### config.mk
export PLATFORM = sky130hd
export DESIGN_NAME = la_playback
export DESIGN_NICKNAME = d
export VERILOG_FILES = /design/src/rtl/la_playback_pkg.sv /design/src/rtl/la_playback_tick_gen.sv /design/src/rtl/la_playback.sv
export SDC_FILE = /design/constraint.sdc
export NUM_CORES = 1
export LEC_CHECK = 0
export BUFFER_PORTS_ARGS = -buffer_cell sky130_fd_sc_hd__buf_2
export CAP_MARGIN = 10
export CELL_PAD_IN_SITES_DETAIL_PLACEMENT = 1
export CELL_PAD_IN_SITES_GLOBAL_PLACEMENT = 2
export CORE_UTILIZATION = 41
export DETAILED_ROUTE_END_ITERATION = 6
export HOLD_SLACK_MARGIN = 0.12
export PLACE_DENSITY_LB_ADDON = 0.1
export SLEW_MARGIN = 10
export SYNTH_ARGS = -nofsm -noshare
export SYNTH_HDL_FRONTEND = slang
export SYNTH_SLANG_ARGS = --single-unit
### constraint.sdc
create_clock -name clk -period 3.2 [get_ports clk]
set_input_delay 0.16 -clock clk [delete_from_list [all_inputs] [get_ports clk]]
set_output_delay 0.16 -clock clk [all_outputs]
set_load 0.02 [all_outputs]
### src/rtl/la_playback_pkg.sv
// Shared definitions for logic-analyser playback and capture: FSM states, config layout, rate table.
// Rate table entries are tick-counter terminal counts; the sample period is N+1 clocks.
package la_playback_pkg;

  localparam int CNT_W        = 12;
  localparam int CFG_EN_BIT   = 0;
  localparam int CFG_RATE_LSB = 4;
  localparam int CFG_RATE_W   = 3;

  localparam logic [CNT_W-1:0] RATE_N0 = 12'd0;
  localparam logic [CNT_W-1:0] RATE_N1 = 12'd2603;
  localparam logic [CNT_W-1:0] RATE_N2 = 12'd1301;
  localparam logic [CNT_W-1:0] RATE_N3 = 12'd868;
  localparam logic [CNT_W-1:0] RATE_N4 = 12'd521;
  localparam logic [CNT_W-1:0] RATE_N5 = 12'd260;
  localparam logic [CNT_W-1:0] RATE_N6 = 12'd130;
  localparam logic [CNT_W-1:0] RATE_N7 = 12'd87;

  typedef enum logic [1:0] {
    ST_IDLE,
    ST_PRIME,
    ST_PLAY,
    ST_STALL
  } state_t;

  typedef struct packed {
    logic [CFG_RATE_W-1:0] rate;
    logic                  en;
  } cfg_t;

  function automatic logic [CNT_W-1:0] rate_to_n(input logic [CFG_RATE_W-1:0] sel);
    case (sel)
      3'd1:    rate_to_n = RATE_N1;
      3'd2:    rate_to_n = RATE_N2;
      3'd3:    rate_to_n = RATE_N3;
      3'd4:    rate_to_n = RATE_N4;
      3'd5:    rate_to_n = RATE_N5;
      3'd6:    rate_to_n = RATE_N6;
      3'd7:    rate_to_n = RATE_N7;
      default: rate_to_n = RATE_N0;
    endcase
  endfunction

endpackage

### src/rtl/la_playback_tick_gen.sv
// Sample-rate tick generator: counts 0..n and pulses tick for one cycle at n (period n+1); n=0 never ticks.
// Latency: first tick n+1 clocks after clear drops; no backpressure, clear restarts the count.
module la_tick_gen
  import la_playback_pkg::*;
(
  input  logic             clk,
  input  logic             rst_n,
  input  logic             clear,
  input  logic [CNT_W-1:0] n,
  output logic             tick
);

  logic [CNT_W-1:0] cnt;

  assign tick = !clear && (n != '0) && (cnt == n);

  always_ff @(posedge clk or negedge rst_n) begin
    if (!rst_n) begin
      cnt <= '0;
    end else if (clear || tick || (n == '0)) begin
      cnt <= '0;
    end else begin
      cnt <= cnt + 1'b1;
    end
  end

endmodule

### src/rtl/la_playback.sv
// Replays packed 2-channel capture bytes from a FIFO, one sample per rate tick; first sample N+1 clocks after a byte is primed.
// Backpressure: one-byte prefetch with one outstanding read; an empty FIFO at a byte boundary stalls and sets sticky underrun.
module la_playback
  import la_playback_pkg::*;
#(
  parameter int OUTPUT_WIDTH = 2
) (
  input  logic                    clk,
  input  logic                    rst_n,
  input  logic                    config_valid,
  input  logic [7:0]              config_in,
  input  logic [7:0]              fifo_rdata,
  input  logic                    fifo_empty,
  output logic                    fifo_ren,
  output logic [OUTPUT_WIDTH-1:0] dout,
  output logic                    busy,
  output logic                    underrun
);

  state_t     state;
  cfg_t       cfg_r;
  logic [7:0] cur;
  logic [7:0] nxt;
  logic       cur_v;
  logic       nxt_v;
  logic       rd_pend;
  logic [1:0] k;
  logic       enabled;
  logic       restart;
  logic       tick;
  logic       cfg_unused;

  assign cfg_unused = ^{config_in[7], config_in[3:1]};

  assign enabled  = cfg_r.en && (cfg_r.rate != '0);
  assign restart  = ((state == ST_PRIME) || (state == ST_STALL)) && nxt_v;
  assign busy     = (state != ST_IDLE);
  // Read is withheld on a config strobe so no byte is fetched only to be flushed.
  assign fifo_ren = enabled && (state != ST_IDLE) && !nxt_v && !rd_pend
                    && !fifo_empty && !config_valid;

  la_tick_gen u_tick (
    .clk   (clk),
    .rst_n (rst_n),
    .clear ((state == ST_IDLE) || config_valid || restart),
    .n     (rate_to_n(cfg_r.rate)),
    .tick  (tick)
  );

  always_ff @(posedge clk or negedge rst_n) begin
    if (!rst_n) begin
      state    <= ST_IDLE;
      cfg_r    <= '0;
      dout     <= '0;
      underrun <= 1'b0;
      cur      <= '0;
      cur_v    <= 1'b0;
      nxt      <= '0;
      nxt_v    <= 1'b0;
      rd_pend  <= 1'b0;
      k        <= '0;
    end else if (config_valid) begin
      cfg_r    <= '{rate: config_in[CFG_RATE_LSB +: CFG_RATE_W], en: config_in[CFG_EN_BIT]};
      state    <= ST_IDLE;
      underrun <= 1'b0;
      cur_v    <= 1'b0;
      nxt_v    <= 1'b0;
      rd_pend  <= 1'b0;
      k        <= '0;
    end else if (!enabled) begin
      state   <= ST_IDLE;
      cur_v   <= 1'b0;
      nxt_v   <= 1'b0;
      rd_pend <= 1'b0;
      k       <= '0;
    end else begin
      rd_pend <= fifo_ren;
      if (rd_pend) begin
        nxt   <= fifo_rdata;
        nxt_v <= 1'b1;
      end
      // A load in the same cycle as a capture takes the old nxt; nxt_v then reflects the refill.
      case (state)
        ST_IDLE: state <= ST_PRIME;
        ST_PRIME, ST_STALL: begin
          if (nxt_v) begin
            cur   <= nxt;
            cur_v <= 1'b1;
            nxt_v <= rd_pend;
            k     <= '0;
            state <= ST_PLAY;
          end
        end
        ST_PLAY: begin
          if (tick && cur_v) begin
            dout <= {cur[{1'b1, ~k}], cur[{1'b0, ~k}]};
            k    <= k + 2'd1;
            if (k == 2'd3) begin
              if (nxt_v) begin
                cur   <= nxt;
                nxt_v <= rd_pend;
              end else begin
                cur_v    <= 1'b0;
                underrun <= 1'b1;
                state    <= ST_STALL;
              end
            end
          end
        end
        default: state <= ST_IDLE;
      endcase
    end
  end

endmodule

==> results of run 1 <==
-- final timing paths --
kind / startpoint / endpoint / slack, ns / cells after the start
setup / recovery: cfg_r[3] / dout[0] / 0.38 / 6
hold / removal: config_valid / cfg_r[0] / 0.16 / 3
setup reg to reg: cfg_r[3] / dout[0] / 0.38 / 6
hold reg to reg: nxt[0] / cur[0] / 0.48 / 1
max in group asynchronous: rst_n / nxt[1] / 2.07 / 2
min in group asynchronous: rst_n / underrun / 0.54 / 2
-- stage by stage --
step                      setup slack, ns  instance area [µm²]  utilization, %  cells  total power, mW
after floorplan                     0.991                 2320               -    214            0.667
after global placement              0.520                 2450            44.8    298            0.692
after detailed placement            0.384                 2450            44.8    298            0.700
after CTS                           0.366                 2690            49.1    320             1.08
after global routing                0.243                 2690            49.1    320             1.11
final                               0.381                 2690            49.1    320             1.06
-- power by group --
| part | switching, mW | leakage, nW | internal [mW] |
|---|---|---|---|
| logic | 0.0647 | 0.600 | 0.0652 |
| registers | 0.0269 | 0.576 | 0.544 |
| clock network | 0.199 | 0.0447 | 0.158 |
-- critical path, stage by stage, from the launching register on --
cell	delay [ns]
dfrtp_1	0.79
nand2b_1	0.25
o311a_1	0.36
o22ai_2	0.22
nand4b_4	0.17
or4b_4	0.61
mux2_4	0.31
-- state kept, by name, summed over array words and instances (netlist names) --
name,count
u_tick.cnt,12
rd_pend,1
cur,8
dout,2
cfg_r,4
state,2
cur_v,1
nxt,8
nxt_v,1
k,2
underrun,1
-- placed cells by master (no fill, tap or decap), types with 2 or more instances in the layout --
cell and count:
mux2_4 2, mux2_2 10, inv_1 10, nand2_1 15, clkbuf_8 5, o21ai_0 3, nor3_1 4, nor2_1 20
buf_2 20, and2_1 2, xnor2_1 9, and3_1 6, ha_1 2, a21oi_1 7, nor4_1 3, nand4_1 3
or2_1 2, xor2_1 6, mux2_1 8, mux4_2 2, dlygate4sd3_1 14, nand2b_1 6, nand3_1 6, nor2_2 2
nor2b_1 2, nand4b_1 3, a31oi_1 2, o211ai_1 4, dfrtp_1 42
-- layout make-up --
class	instances	area (µm²)	area share (%)
Clock buffer	5	68.8	2.56
Tap cell	72	90.1	3.35
Timing Repair Buffer	35	248	9.22
Multi-Input combinational cell	152	1160	43.3
Clock inverter	3	25.0	0.931
Sequential cell	42	1050	39.1
Inverter	11	41.3	1.54
-- kinds of logic (layout without fill, tap and decap cells) --
kind of cell,count (synthesis),after routing,synth area share (%)
adders and majority gates,2,2,1.08
buffers and inverters,20,54,4.48
DFF,42,42,45.3
xor gates and xnor gates,15,15,5.67
muxes,23,23,12.4
and+or+nand+nor,81,81,19.8
AOI/OAI and AO/OA,31,31,11.3
-- metal layers --
metal,global-route usage (%),vias up
li1,-,827
met1,22.0,873
met2,34.8,17
met3,2.98,5
met4,7.17,0
met5,0,-
==> impl_results.md, run 1 <==
* GRT Residual Overflow at 0
* Worst vdd ir at roughly 0.00017 V
* Die Y at 77.2 µm
* DRC at 0
* Post-Syn Nets at 236
* GPL Wtd Cong at 0.754
* Mean post-synth cell area at 10.8 µm²
* Rel. slew slack at 37.4%
* Tightest Hold Check Type: input pin to register
* Post-layout nets at ~270
* Post-Route Skew at about 0.0065 ns
* Clock latency on the worst-skew pair at 0.30 ns
* Maxcap violations at 0
* Post-CTS resize count at 0
* Largest net degree at the start of global routing at 43
* Sequential area share after synthesis at 45.3%
* Routed met1 length at 2170 µm
* Uppermost layer routed: met4
* Leakage power figure at 1.22 nW
* Crit path capture type: register
* Number of I/O pins at 25
* Cell with the most instances after synthesis: dfrtp_1
* Initial Util at 42.4%
* Synth top cells by count: dfrtp_1 (42), nor2_1 (20), nand2_1 (15)
* Top_reg_cell synth: dfrtp_1
* Clock Sink Count at 42
* Area Overhead vs Synth at 15.9%
* First-pass DRT Iterations at 4
* Fmax at 0.355 GHz
* Core area at 5470 µm²
* DIE WIDTH at 77.2 µm
* Worst endpoint data arrival time at 3.01 ns
* DP HPWL at around 3700 µm
* Clk buf depth at 2
* Met3 WL at between 90 and 100 µm
* Clock Pin Slew Worst Setup and Hold Paths at 0.09 ns
* Minimum clock period after layout at 2.82 ns
* Die area at around 6000 µm²
* Setup Buffers After CTS at 0
* Crit path launch type: register
* Initial antenna violation count at 0
* Global-route wire length before repair at 8800 µm
* Top area cells in the synthesized netlist: dfrtp_1 (45%), mux2_2 (4.9%), mux2_1 (3.9%)
* Std cell rows at 27
* Power Dens Cells at 393 nW/µm²
* Num CTS Buffers at 5
* Hold Slack at 0.162 ns
* Post-Route WL at 5140 µm
* Diode count at 0
* Vias at 1722
* Asr flop ratio synth at 100%
* Number of global-route vias before repair at between 1500 and 2000
* Fin. Hold Viols at 0
* IO buf count at 20
* Post-synth top area cell: dfrtp_1
* DR WL/cell at 16.1 µm
* Mapped Cells at about 210
* Least-Margin Pin Slew at between 0.9 and 1 ns
* Crit Path Max Fanout at 20
* Top-area cell type share of the netlist area at 45.3%
* Final period util at 88.1%
* EDFF count, synth at 0
* Worst Path Class, Setup: register to register
* Share of cells above drive strength 1 at 21.4%
* Synthesis-stage register bit count at between 40 and 50
* Met2 WL at 2790 µm
* Iter 0 DRT Violations at 86
* Vias per cell at 5.38
* Outcome: complete, no violations
* Final Slew Violations at 0
* Mapped cell area at 2320 µm²
* Total track usage at 19.0%
* Antenna Nets Post-Route at 0
* CTS Hold Bufs at 14
* Endpoints failing setup at 0
* Fin Setup TNS at 0 ns
* Fill cells at 614
* CTS root buffer: clkbuf_8
* Req. time, crit path at 3.39 ns
* CTS tree: yes
* RSZ-0062 raised after global routing: no
* Synth warn at 0
* Max H-tree Level at 2
* Netlist cell types at 54
Power figures use the tool's default switching activity.
==> inputs of run 2 (changes only) <==
REMOVE_ABC_BUFFERS = 1   (was default)
==> impl_results.md, run 2 (synthesized netlist as in run 1, its figures left out) <==
* Antenna Nets Post-Route at 0 (unchanged)
* Max reg flops at 12 (unchanged)
* Initial Util at 42.4% (unchanged)
* RSZ-0062 raised after global routing: no (unchanged)
* GPL Wtd Cong at 0.772 (was 0.754)
* Final period util at 87.5% (was 88.1%)
* Int Power at 767 µW (about the same)
* Worst endpoint data arrival time at 2.99 ns (was 3.01 ns)
* Least-Margin Pin Slew at 0.948 ns (was 0.939 ns)
* Vias at 1760 (was 1722)
* Leakage power figure at 1.22 nW (unchanged)
* Initial antenna violation count at 0 (unchanged)
* Diode count at 0 (unchanged)
* Post-layout nets at 269 (unchanged)
* DP HPWL at 3890 µm (was 3710 µm)
* Global-route wire length before repair at 9420 µm (was 8800 µm)
* Worst vdd ir at 0.000212 V (was 0.000173 V)
* Rel. slew slack at 36.8% (was 37.4%)
* CTS root buffer: clkbuf_8 (unchanged)
* Comb pwr share at 12.4% (was 12.3%)
* First-pass DRT Iterations at 4 (unchanged)
* Setup Buffers After CTS at 0 (unchanged)
* Seq pwr share at 53.8% (was 54.0%)
* Num CTS Buffers at 5 (unchanged)
* Maxcap violations at 0 (unchanged)
* Slowest CP cell: dfrtp_1 (unchanged)
* Share of cells above drive strength 1 at 21.4% (unchanged)
* Crit path largest cell delay at 0.78 ns (was 0.79 ns)
* Post-Route Skew at 0.00756 ns (was 0.00651 ns)
* Number of global-route vias before repair at 1946 (was 1869)
* Endpoints failing setup at 0 (unchanged)
* Max H-tree Level at 2 (unchanged)
* Power Dens Cells at 395 nW/µm² (was 393 nW/µm²)
* Crit path buf inv count at 0 (unchanged)
* Clock Pin Slew Worst Setup and Hold Paths at 0.09 ns (about the same)
* Post-Route WL at 5390 µm (was 5140 µm)
* CTS Hold Bufs at 14 (unchanged)
* Post-CTS resize count at 0 (unchanged)
* Minimum clock period after layout at 2.80 ns (was 2.82 ns)
* DRC at 0 (unchanged)
* Tightest Hold Check Type: input pin to register (unchanged)
* Most frequent cells in the layout: dfrtp_1 (42), nor2_1 (20), buf_2 (20), nand2_1 (15), dlygate4sd3_1 (14) (unchanged)
* Worst r2r src: cfg_r[3] (unchanged)
* Clk pwr share at 33.8% (was 33.7%)
* Outcome: complete, no violations (unchanged)
* Final Slew Violations at 0 (unchanged)
* IO buf count at 20 (unchanged)
* DR WL/cell at 16.8 µm (was 16.1 µm)
* Crit path launch type: register (unchanged)
* Iter 0 DRT Violations at 130 (was 86)
* Crit Path Max Fanout at 20 (unchanged)
* Total track usage at 20.2% (was 19.0%)
* Fin Setup TNS at 0 ns (unchanged)
* Number of I/O pins at 25 (unchanged)
* Hold Crit Start: config_valid (unchanged)
* Largest Register: u_tick.cnt (unchanged)
* Largest net degree at the start of global routing at 43 (unchanged)
* Vias per cell at 5.50 (was 5.38)
* Fill cells at 618 (was 614)
* Final std cells w/o fill at 320 (unchanged)
* Commonest non-fill, non-tap cell in the layout: dfrtp_1 (unchanged)
* Worst Path Class, Setup: register to register (unchanged)
* Req. time, crit path at 3.39 ns (about the same)
* Crit path max-delay family: simple AND/OR/NAND/NOR gates (unchanged)
* Sw Share at 27.7% (was 27.5%)
* Placed cell count at 298 (unchanged)
* Clock Sink Count at 42 (unchanged)
* Hold Slack at 0.168 ns (was 0.162 ns)
* Core area at 5470 µm² (unchanged)
* Die area at 5960 µm² (unchanged)
* Clk buf depth at 2 (unchanged)
* Clock latency on the worst-skew pair at 0.30 ns (about the same)
* Crit path capture type: register (unchanged)
* Crit-path cells: nand2b_1 > o311a_1 > o22ai_2 > nand4b_4 > or4b_4 > mux2_4 (unchanged)
* Largest registers: u_tick.cnt x12, cur x8, nxt x8 (unchanged)
* Critical path origin: cfg_r[3] (unchanged)
* Die Y at 77.2 µm (unchanged)
* GRT Residual Overflow at 0 (unchanged)
* Std cell rows at 27 (unchanged)
* Area Overhead vs Synth at 15.9% (unchanged)
* NetSw at 293 µW (was 291 µW)
* Fmax at 0.357 GHz (was 0.355 GHz)
* CTS tree: yes (unchanged)
* DIE WIDTH at 77.2 µm (unchanged)
* Fin. Hold Viols at 0 (unchanged)
run 2: power groups by stage:
stage          logic [mW]  clock network, mW  registers (mW)
2_1_floorplan      0.0805                  0           0.573
3_3_place_gp        0.113                  0           0.579
3_5_place_dp        0.119                  0           0.581
4_1_cts             0.133              0.378           0.571
5_1_grt             0.146              0.397           0.575
6_report            0.131              0.358           0.571
run 2: path summary, 6_finish.rpt:
path,to,slack [ns],cells after the start
worst max-delay path,dout[1],0.40,6
min in group asynchronous,nxt_v,0.54,2
max in group asynchronous,u_tick.cnt[10],2.07,2
worst min register to register,cur[4],0.49,1
worst max register to register,dout[1],0.40,6
worst min-delay path,cfg_r[0],0.17,3
run 2: area by class of cell:
cell class | instances | area, µm² | area share, %
Multi-Input combinational cell | 152 | 1160 | 43.3
Sequential cell | 42 | 1050 | 39.1
Timing Repair Buffer | 35 | 248 | 9.22
Tap cell | 72 | 90.1 | 3.35
Clock buffer | 5 | 68.8 | 2.56
Inverter | 11 | 41.3 | 1.54
Clock inverter | 3 | 25.0 | 0.931
run 2: layer usage:
| layer | track usage [%] | wire [µm] |
|---|---|---|
| met1 | 23.4 | 2210 |
| met2 | 36.6 | 2960 |
| met3 | 3.81 | 130 |
| met4 | 7.55 | 85 |
| met5 | 0 | 0 |
run 2: through the flow:
step	instance area (µm²)	total power, mW	setup slack, ns	util, %
3_3_place_gp	2450	0.692	0.513	44.8
5_1_grt	2690	1.12	0.256	49.1
4_1_cts	2690	1.08	0.384	49.1
2_1_floorplan	2260	0.653	0.784	-
6_report	2690	1.06	0.402	49.1
3_5_place_dp	2450	0.700	0.416	44.8
run 2: worst register-to-register path, cell delays in order, from the launching register on:
cell and delay, ns:
dfrtp_1 0.78, nand2b_1 0.24, o311a_1 0.35, o22ai_2 0.23, nand4b_4 0.17, or4b_4 0.61, mux2_4 0.32
==> inputs of run 3 (changes only) <==
==> constraint.sdc (replaced) <==
create_clock -name clk -period 3.2 [get_ports clk]
set_input_delay 0.32 -clock clk [delete_from_list [all_inputs] [get_ports clk]]
set_output_delay 0.32 -clock clk [all_outputs]
set_load 0.02 [all_outputs]
==> impl_results.md, run 3 (synthesized netlist as in run 1, its figures left out) <==
* CTS tree: yes (unchanged)
* DRC at 0 (unchanged)
* Max reg flops at 12 (unchanged)
* Clock latency on the worst-skew pair at 0.30 ns (about the same)
* CTS Hold Bufs at 0 (was 14)
* Std cell rows at 27 (unchanged)
* GPL Wtd Cong at 0.776 (was 0.772)
* Final Slew Violations at 0 (unchanged)
* Worst vdd ir at 0.000171 V (was 0.000212 V)
* CTS root buffer: clkbuf_8 (unchanged)
* Largest Register: u_tick.cnt (unchanged)
* DR WL/cell at 17.2 µm (was 16.8 µm)
* Tightest Hold Check Type: input pin to asynchronous set/reset pin (was input pin to register)
* Initial Util at 42.4% (unchanged)
* Worst Path Class, Setup: register to register (unchanged)
* DIE WIDTH at 77.2 µm (unchanged)
* Crit path launch type: register (unchanged)
* Area Overhead vs Synth at 10.2% (was 15.9%)
* Max H-tree Level at 2 (unchanged)
* Most frequent cells in the layout: dfrtp_1 (42), nor2_1 (20), buf_2 (20), nand2_1 (15) (was dfrtp_1 (42), nor2_1 (20), buf_2 (20), nand2_1 (15), dlygate4sd3_1 (14))
* Crit path capture type: register (unchanged)
* Fin Setup TNS at 0 ns (unchanged)
* Num CTS Buffers at 5 (unchanged)
* Power Dens Cells at 412 nW/µm² (was 395 nW/µm²)
* Share of cells above drive strength 1 at 23.0% (was 21.4%)
* Largest net degree at the start of global routing at 43 (unchanged)
* Die Y at 77.2 µm (unchanged)
* Vias per cell at 5.51 (was 5.50)
* R2R Path End: cur[4] (was dout[1])
* Worst r2r src: cfg_r[2] (was cfg_r[3])
* Least-Margin Pin Slew at 0.955 ns (was 0.948 ns)
* Maxcap violations at 0 (unchanged)
* DP HPWL at 3930 µm (was 3890 µm)
* Setup Buffers After CTS at 0 (unchanged)
* R2R cell count at 6 (unchanged)
* Initial antenna violation count at 0 (unchanged)
* Number of I/O pins at 25 (unchanged)
* Total track usage at 19.6% (was 20.2%)
* Post-Route Skew at 0.00918 ns (was 0.00756 ns)
* Final period util at 83.7% (was 87.5%)
* Outcome: complete, no violations (unchanged)
* Leakage power figure at 1.17 nW (was 1.22 nW)
* GRT Residual Overflow at 0 (unchanged)
* Core area at 5470 µm² (unchanged)
* Vias at 1692 (was 1760)
* Post-Route WL at 5270 µm (was 5390 µm)
* Iter 0 DRT Violations at 67 (was 130)
* Global-route wire length before repair at 9100 µm (was 9420 µm)
* Minimum clock period after layout at 2.68 ns (was 2.80 ns)
* Post-layout nets at 256 (was 269)
* Worst R2R Setup Slack at 0.52 ns (was 0.40 ns)
* Crit Path Max Fanout at 19 (was 20)
* Diode count at 0 (unchanged)
* Largest registers: u_tick.cnt x12, cur x8, nxt x8 (unchanged)
* RSZ-0062 raised after global routing: no (unchanged)
* Antenna Nets Post-Route at 0 (unchanged)
* Rel. slew slack at 36.3% (was 36.8%)
* Commonest non-fill, non-tap cell in the layout: dfrtp_1 (unchanged)
* IO buf count at 20 (unchanged)
* Fmax at 0.373 GHz (was 0.357 GHz)
* Number of global-route vias before repair at 1892 (was 1946)
* Critical path origin: cfg_r[2] (was cfg_r[3])
* Worst endpoint data arrival time at 2.86 ns (was 2.99 ns)
* Endpoints failing setup at 0 (unchanged)
* Req. time, crit path at 3.38 ns (was 3.39 ns)
* Clk buf depth at 2 (unchanged)
* Power, Total at 1.05 mW (was 1.06 mW)
* Clock Pin Slew Worst Setup and Hold Paths at 0.09 ns (about the same)
* Die area at 5960 µm² (unchanged)
* First-pass DRT Iterations at 4 (unchanged)
* Post-CTS resize count at 0 (unchanged)
* Fin. Hold Viols at 0 (unchanged)
* Clock Sink Count at 42 (unchanged)
==> run 3: changes by cell type in the layout (fill, tap and decap cells not counted), sizes merged <==
cell         change
buf              +1
dlygate4sd3     -14
==> run 3: power by group <==
part           switching (mW)  internal [mW]
clock network           0.203          0.158
logic                  0.0694         0.0556
registers              0.0226          0.544
total                   0.295          0.758
==> run 3: cell type report <==
cell class              count  area (µm²)
clock buffers               5        68.8
clock inverters             3        25.0
fillers                   627        2920
inverters                  11        41.3
multi-input cells         152        1160
flip-flops and latches     42        1050
well taps                  72        90.1
repair buffers             22         115
==> run 3: worst max path at each step <==
stage               to  cells past startpoint
3_3_place_gp   dout[1]                      6
3_5_place_dp    cur[4]                      6
4_1_cts         cur[4]                      6
2_1_floorplan  dout[0]                      6
5_1_grt         cur[4]                      6
6_report        cur[4]                      6
==> run 3: per-stage QoR <==
step           hold WS (ns)  instances  setup slack [ns]  utilization, %  cell area [µm²]
3_5_place_dp          0.481        299             0.520            45.0             2460
4_1_cts               0.184        307             0.510            46.7             2550
2_1_floorplan        0.0244        205             0.784               -             2260
5_1_grt               0.196        307             0.324            46.7             2550
6_report              0.166        307             0.521            46.7             2550
3_3_place_gp          0.463        299             0.648            45.0             2460
==> run 3: worst max-delay path: stages (launching register included) <==
cell,delay (ns)
dfrtp_1,0.79
nor3_1,0.21
nor4_2,0.38
nand2_1,0.22
a2111oi_2,0.43
a22oi_4,0.18
mux2_1,0.35
==> run 3: per-layer routing <==
layer / GRT usage [%] / vias up / wire, µm
li1: - / 802 / -
met1: 23.1 / 858 / 2300
met2: 35.2 / 23 / 2770
met3: 3.93 / 9 / 115
met4: 6.60 / 0 / 83
met5: 0 / - / 0
